File: src/rtl/rr_fifo_arbiter_n.sv
// rr_fifo_arbiter_n: N_CH per-channel FIFOs merged round-robin onto one registered valid/ready output.
// Latency: a word written at edge k can be on dout after edge k+1; one word per cycle while ready=1.
// Backpressure: ready=0 freezes dout/grant and all reads, full writes drop; RRFA_SLOT_MODE_EN selects legacy fixed-slot arbitration.

// rrfa_fifo: DEPTH-entry circular buffer with registered count, one write and one read port.
// Latency: a pushed word is visible on rd_dat/nempty the cycle after the push edge.
// Backpressure: pushes while full are dropped, even when a pop happens on the same edge.
module rrfa_fifo #(
    parameter int DW    = 8,
    parameter int DEPTH = 8
) (
    input  logic          clk,
    input  logic          rst_n,
    input  logic          wr_vld,
    input  logic [DW-1:0] wr_dat,
    input  logic          rd_rdy,
    output logic [DW-1:0] rd_dat,
    output logic          nempty,
    output logic          full
);
    localparam int AW = $clog2(DEPTH);

    logic [DW-1:0] mem_q [DEPTH];
    logic [AW-1:0] wr_ptr_q;
    logic [AW-1:0] rd_ptr_q;
    logic [AW:0]   cnt_q;
    logic [AW:0]   cnt_d;
    logic          push;
    logic          pop;

    // Full is judged on the registered count, so a same-edge pop never makes room.
    assign full   = (cnt_q == (AW+1)'(DEPTH));
    assign nempty = (cnt_q != '0);
    assign push   = wr_vld && !full;
    assign pop    = rd_rdy && nempty;
    assign rd_dat = mem_q[rd_ptr_q];

    always_comb begin
        cnt_d = cnt_q;
        if (push && !pop) begin
            cnt_d = cnt_q + 1'b1;
        end else if (pop && !push) begin
            cnt_d = cnt_q - 1'b1;
        end
    end

    always_ff @(posedge clk) begin
        if (push) begin
            mem_q[wr_ptr_q] <= wr_dat;
        end
    end

    always_ff @(posedge clk or negedge rst_n) begin
        if (!rst_n) begin
            wr_ptr_q <= '0;
            rd_ptr_q <= '0;
            cnt_q    <= '0;
        end else begin
            if (push) begin
                wr_ptr_q <= wr_ptr_q + 1'b1;
            end
            if (pop) begin
                rd_ptr_q <= rd_ptr_q + 1'b1;
            end
            cnt_q <= cnt_d;
        end
    end
endmodule

// rr_fifo_arbiter_n: top level, one rrfa_fifo per channel feeding a single output register.
// Latency: one cycle from write edge to earliest output; full rate while ready=1.
// Backpressure: output stage holds while valid && !ready; no FIFO is popped during a hold.
module rr_fifo_arbiter_n #(
    parameter int N_CH  = 4,
    parameter int DW    = 8,
    parameter int DEPTH = 8
) (
    input  logic                    clk,
    input  logic                    rst_n,
    input  logic [N_CH-1:0]         wen,
    input  logic [N_CH*DW-1:0]      din,
    output logic [N_CH-1:0]         full,
    output logic [DW-1:0]           dout,
    output logic                    valid,
    input  logic                    ready,
    output logic [$clog2(N_CH)-1:0] grant
);
    localparam int GW = $clog2(N_CH);
    localparam logic ST_EMPTY = 1'b0;
    localparam logic ST_HOLD  = 1'b1;
    localparam logic [GW-1:0] LAST_CH = GW'(N_CH - 1);

    logic [DW-1:0]   rd_dat [N_CH];
    logic [N_CH-1:0] nempty;
    logic [N_CH-1:0] pop;

    logic            state_q, state_d;
    logic [DW-1:0]   dout_q, dout_d;
    logic [GW-1:0]   grant_q, grant_d;
    logic [GW-1:0]   ptr_q, ptr_d;
    logic            load_opp;
    logic            sel_vld;
    logic [GW-1:0]   sel_idx;

    for (genvar i = 0; i < N_CH; i++) begin : g_ch
        rrfa_fifo #(
            .DW    (DW),
            .DEPTH (DEPTH)
        ) u_fifo (
            .clk    (clk),
            .rst_n  (rst_n),
            .wr_vld (wen[i]),
            .wr_dat (din[i*DW +: DW]),
            .rd_rdy (pop[i]),
            .rd_dat (rd_dat[i]),
            .nempty (nempty[i]),
            .full   (full[i])
        );
    end

    assign load_opp = (state_q == ST_EMPTY) || ready;

`ifdef RRFA_SLOT_MODE_EN
    // Legacy slot mode: only the next channel in rotation is ever considered.
    always_comb begin
        sel_idx = (ptr_q == LAST_CH) ? '0 : ptr_q + 1'b1;
        sel_vld = nempty[sel_idx];
    end
`else
    logic [GW-1:0] cand;

    // Walk the rotation backwards so the nearest non-empty channel after ptr wins.
    always_comb begin
        sel_vld = 1'b0;
        sel_idx = ptr_q;
        cand    = '0;
        for (int k = N_CH; k >= 1; k--) begin
            cand = GW'((int'(ptr_q) + k) % N_CH);
            if (nempty[cand]) begin
                sel_vld = 1'b1;
                sel_idx = cand;
            end
        end
    end
`endif

    always_comb begin
        state_d = state_q;
        dout_d  = dout_q;
        grant_d = grant_q;
        ptr_d   = ptr_q;
        pop     = '0;
        if (load_opp) begin
            if (sel_vld) begin
                pop[sel_idx] = 1'b1;
                state_d      = ST_HOLD;
                dout_d       = rd_dat[sel_idx];
                grant_d      = sel_idx;
                ptr_d        = sel_idx;
            end else begin
                state_d = ST_EMPTY;
                dout_d  = '0;
`ifdef RRFA_SLOT_MODE_EN
                grant_d = sel_idx;
                ptr_d   = sel_idx;
`endif
            end
        end
    end

    always_ff @(posedge clk or negedge rst_n) begin
        if (!rst_n) begin
            state_q <= ST_EMPTY;
            dout_q  <= '0;
            grant_q <= '0;
            ptr_q   <= LAST_CH;
        end else begin
            state_q <= state_d;
            dout_q  <= dout_d;
            grant_q <= grant_d;
            ptr_q   <= ptr_d;
        end
    end

    assign dout  = dout_q;
    assign valid = (state_q == ST_HOLD);
    assign grant = grant_q;
endmodule

File: config.mk
export PLATFORM = sky130hd
export DESIGN_NAME = rr_fifo_arbiter_n
export DESIGN_NICKNAME = d
export VERILOG_FILES = /design/src/rtl/rr_fifo_arbiter_n.sv
export SDC_FILE = /design/constraint.sdc
export NUM_CORES = 1
export LEC_CHECK = 0
export CAP_MARGIN = 40
export CORE_ASPECT_RATIO = 1.1
export CORE_MARGIN = 1
export CORE_UTILIZATION = 50
export CTS_CLUSTER_DIAMETER = 40
export DETAILED_ROUTE_END_ITERATION = 6
export HOLD_SLACK_MARGIN = 0.06
export PLACE_DENSITY = 0.78
export SLEW_MARGIN = 20
export SYNTH_ARGS = -nofsm -noshare
export SYNTH_HDL_FRONTEND = slang
export SYNTH_SLANG_ARGS = --single-unit
export TNS_END_PERCENT = 30
File: constraint.sdc
create_clock -name clk -period 3.38 [get_ports clk]
set_clock_uncertainty 0.05 [all_clocks]
set_input_delay 0.845 -clock clk [delete_from_list [all_inputs] [get_ports clk]]
set_output_delay 0.845 -clock clk [all_outputs]
set_load 0.01 [all_outputs]
==> impl_summary.log <==
[metrics] Pwr Total: 14.6 mW
[metrics] RePlAce Congestion: 0.762
[metrics] total net switching power: 4.57 mW
[metrics] max-slew violation count: 0
[metrics] number of cells on the worst reg-to-reg path: 13
[metrics] Critical path origin: g_ch[1].u_fifo.cnt_q[0]
[metrics] cell leakage power: 5.38 nW
[metrics] Synth Register Bits: 309
[metrics] post-synthesis sequential area ratio: 0.713
[metrics] gate count of the mapped netlist: 681
[metrics] highest clock rate: 0.302 GHz
[metrics] clock period minus worst slack: 3.31 ns
[metrics] final clock period utilization by the worst path: 0.979
[metrics] Req. time, crit path: 3.73 ns
[metrics] number of endpoints with negative hold slack in the final report: 0
[metrics] I/O pin cnt: 54
[metrics] Power per Cell Area: 948 nW/um2
[metrics] ANT cells: 0
[metrics] remaining number of nets flagged by the antenna check after routing: 0
[metrics] hold slack: 0.216 ns
[metrics] fraction of power consumed by the clock network: 0.280
[metrics] first-pass GRT wire length: 39.1 mm
[metrics] switch share: 0.313
[metrics] DRC violations left: 0
[metrics] initial antenna violation count: 0
[metrics] most frequent standard cell in the layout excluding fill and tap cells: sky130_fd_sc_hd__edfxtp_1
[metrics] Placed Cells: 1081
[metrics] top fanout value on the critical path: 5
[metrics] via count of the first global-routing pass: 7135
[metrics] clock tree from TritonCTS: built
[metrics] DRT Wirelength: 25.3 mm
[metrics] GRT Total Usage: 0.201
[metrics] share of cells above drive strength 1: 0.279
[metrics] aggregate negative setup slack: 0 ns
[metrics] worst r2r src: g_ch[1].u_fifo.cnt_q[0]
[metrics] master cell of the clock root buffer: sky130_fd_sc_hd__clkbuf_16
[metrics] Slew HR: 0.464
[metrics] detailed-router iteration count before antenna repair: 4
[metrics] deepest clock path buffer count: 3
[metrics] routed len/inst: 22.0 um
[metrics] Placeable Area: 24600 um2
[metrics] detailed-route via count: 6749
[metrics] arrival time of the worst setup path: 3.66 ns
[metrics] share of power burned in registers: 0.397
[metrics] area growth from synthesis to final layout: 21.6%
[metrics] die area: 25900 um2
[metrics] DRC marker count from the first detailed-route iteration: 450
[metrics] net count after synthesis: 744
[metrics] count of different cell masters after synthesis: 45
[metrics] number of inserted filler cells in the final layout: 1677
[metrics] post-route design area: 15400 um2
[metrics] standard-cell rows: 60
[metrics] class of the tightest hold or removal check: input pin to async pin
[metrics] number of levels in the clock H-tree: 2
[metrics] total half-perimeter wirelength after legalization and detailed placement: 16.8 mm
[metrics] worst slack at placement: -0.303 ns
[metrics] total internal power: 10.0 mW
[metrics] type of element launching the critical path: register
[metrics] syn avg cell area: 18.6 um2
[metrics] number of maximum-capacitance violations: 0
[metrics] clock-pin slew of the registers on the worst-case setup and hold paths: 0.06 ns
[metrics] highest routing layer actually used: met4
[metrics] wire length the detailed router placed on met1: 9.58 mm
[metrics] Detail Route met2 WL: 13.6 mm
[metrics] vias per cell: 5.87
[metrics] clk_lat worst skew: 0.52 ns
[metrics] worst-margin pin slew: 0.804 ns
[metrics] post-synthesis instance area: 12700 um2
[metrics] overflow left after global routing: 0
[metrics] RSZ-0062 raised after global routing: yes
[metrics] final non-filler cell total: 1150
[metrics] outcome: completed
[metrics] Vert. Die Dim: 169 um
[metrics] number of buffers added to fix hold violations after cts: 0
[metrics] Peak supply drop: 561 uV
[metrics] clk sink count: 309
[metrics] worst setup path category: register to register
[metrics] initial standard-cell utilization of the core: 0.514
[metrics] total placed instance area: 14000 um2
[metrics] maximum number of pins on one net before global-route repair: 27
[metrics] routed wire length on met3: 1.49 mm
[metrics] relative contribution of combinational cells to total power: 0.323
[metrics] total of buffers placed on input and output ports: 53
[metrics] final-report setup violation count: 0
[metrics] number of nets at the end of the flow: 876
[metrics] element type at the critical path end: register
[metrics] final setup margin: 0.0699 ns
[metrics] number of buffers created by CTS: 35
[metrics] Syn. warnings: 0
[metrics] die outline width: 154 um
[metrics] utilization after layout: 0.625
[metrics] commonest cells after routing, fill and taps aside: sky130_fd_sc_hd__edfxtp_1, sky130_fd_sc_hd__buf_4, sky130_fd_sc_hd__mux4_2, sky130_fd_sc_hd__clkdlybuf4s50_1, sky130_fd_sc_hd__dfrtp_1
cells in the mapped netlist, drive strengths merged:
cell type	number	area share
a21o	4	0.0024
mux4	64	0.11
buf	17	0.0076
xor2	10	0.0069
o32a	1	0.00079
and3	2	0.00099
or3	2	0.00099
nor3	12	0.0047
nand2	25	0.0074
mux2i	16	0.013
nand3b	1	0.00089
nand2b	12	0.0059
dfrtp	51	0.10
nor4	5	0.0037
a21oi	12	0.0047
inv	8	0.0024
or4	4	0.0027
nand3	2	0.00079
a22o	1	0.00069
nand4	1	0.00049
fa	4	0.0063
a21bo	2	0.0016
nor2b	21	0.010
nor4b	3	0.0021
edfxtp	256	0.61
clkbuf	17	0.0050
ha	20	0.020
nor2	28	0.0083
dfstp	2	0.0042
o21ai	5	0.0020
and2	1	0.00069
a211oi	25	0.015
mux2	11	0.010
o2bb2ai	1	0.00069
a41oi	1	0.00069
o21a	4	0.0024
xnor2	22	0.015
a221o	8	0.0063
repair_timing:
| item | 4_1_cts | 5_1_grt |
|---|---|---|
| setup endpoints to repair | 2 | 4 |
| resized for setup | 2 | 18 |
| pin swaps | 1 | 10 |
| hold endpoints to repair | 0 | 0 |
| setup buffers | 1 | 4 |
| gates cloned | 0 | 0 |
sequential cells by signal, indices dropped and copies added (netlist names):
register and cells:
g_ch.u_fifo.wr_ptr_q 12, ptr_q 2, grant 2, g_ch.u_fifo.rd_ptr_q 12, valid 1, g_ch.u_fifo.mem_q 256
dout 8, g_ch.u_fifo.cnt_q 16
per-layer routing:
layer / vias to the layer above / GRT usage
li1: 2995 / -
met1: 3471 / 0.241
met2: 233 / 0.369
met3: 50 / 0.0358
met4: 0 / 0.0643
met5: - / 0
layout make-up:
cell class	instances	area, um2	area share
multi-input combinational	330	3550	0.231
clock buffer	42	943	0.0613
timing repair buffer	129	1120	0.0729
inverter	8	30.0	0.00195
tap	310	388	0.0252
clock inverter	22	333	0.0216
sequential	309	9020	0.586
final timing paths:
check	endpoint	slack (ns)
max in group asynchronous	ptr_q[0]	2.50
worst max register to register	g_ch[2].u_fifo.cnt_q[3]	0.07
worst max-delay path	g_ch[2].u_fifo.cnt_q[3]	0.07
worst min-delay path	g_ch[2].u_fifo.cnt_q[3]	0.22
min in group clk	g_ch[2].u_fifo.wr_ptr_q[0]	0.48
worst min register to register	g_ch[2].u_fifo.wr_ptr_q[0]	0.48
kinds of logic after synthesis:
kind of cell | synth area share
AOI/OAI and AO/OA | 0.0375
xor gates and xnor gates | 0.0221
adders and majority gates | 0.0261
buffers and inverters | 0.0150
DFF | 0.713
muxes | 0.137
and+or+nand+nor | 0.0500
power groups by stage:
| stage | logic (mW) | clock network [mW] | registers (mW) |
|---|---|---|---|
| final | 4.71 | 4.08 | 5.80 |
| after global routing | 5.10 | 4.26 | 5.90 |
| after CTS | 4.60 | 4.13 | 5.79 |
| after detailed placement | 4.50 | 0 | 5.84 |
| after global placement | 4.27 | 0 | 5.74 |
| after floorplan | 3.24 | 0 | 5.42 |
worst max-delay path, stage by stage, from the launching register on:
cell                       delay [ns]
sky130_fd_sc_hd__dfrtp_1         0.38
sky130_fd_sc_hd__or4_4           0.58
sky130_fd_sc_hd__a22o_4          0.28
sky130_fd_sc_hd__a211oi_4        0.36
sky130_fd_sc_hd__and3_4          0.25
sky130_fd_sc_hd__inv_1           0.04
sky130_fd_sc_hd__ha_1            0.21
sky130_fd_sc_hd__inv_1           0.12
sky130_fd_sc_hd__ha_1            0.26
sky130_fd_sc_hd__a21o_1          0.20
sky130_fd_sc_hd__a21oi_2         0.15
sky130_fd_sc_hd__xnor2_1         0.14
sky130_fd_sc_hd__nor2_1          0.07
sky130_fd_sc_hd__xor2_1          0.14
Note: power is estimated with default switching activity, not from simulation.
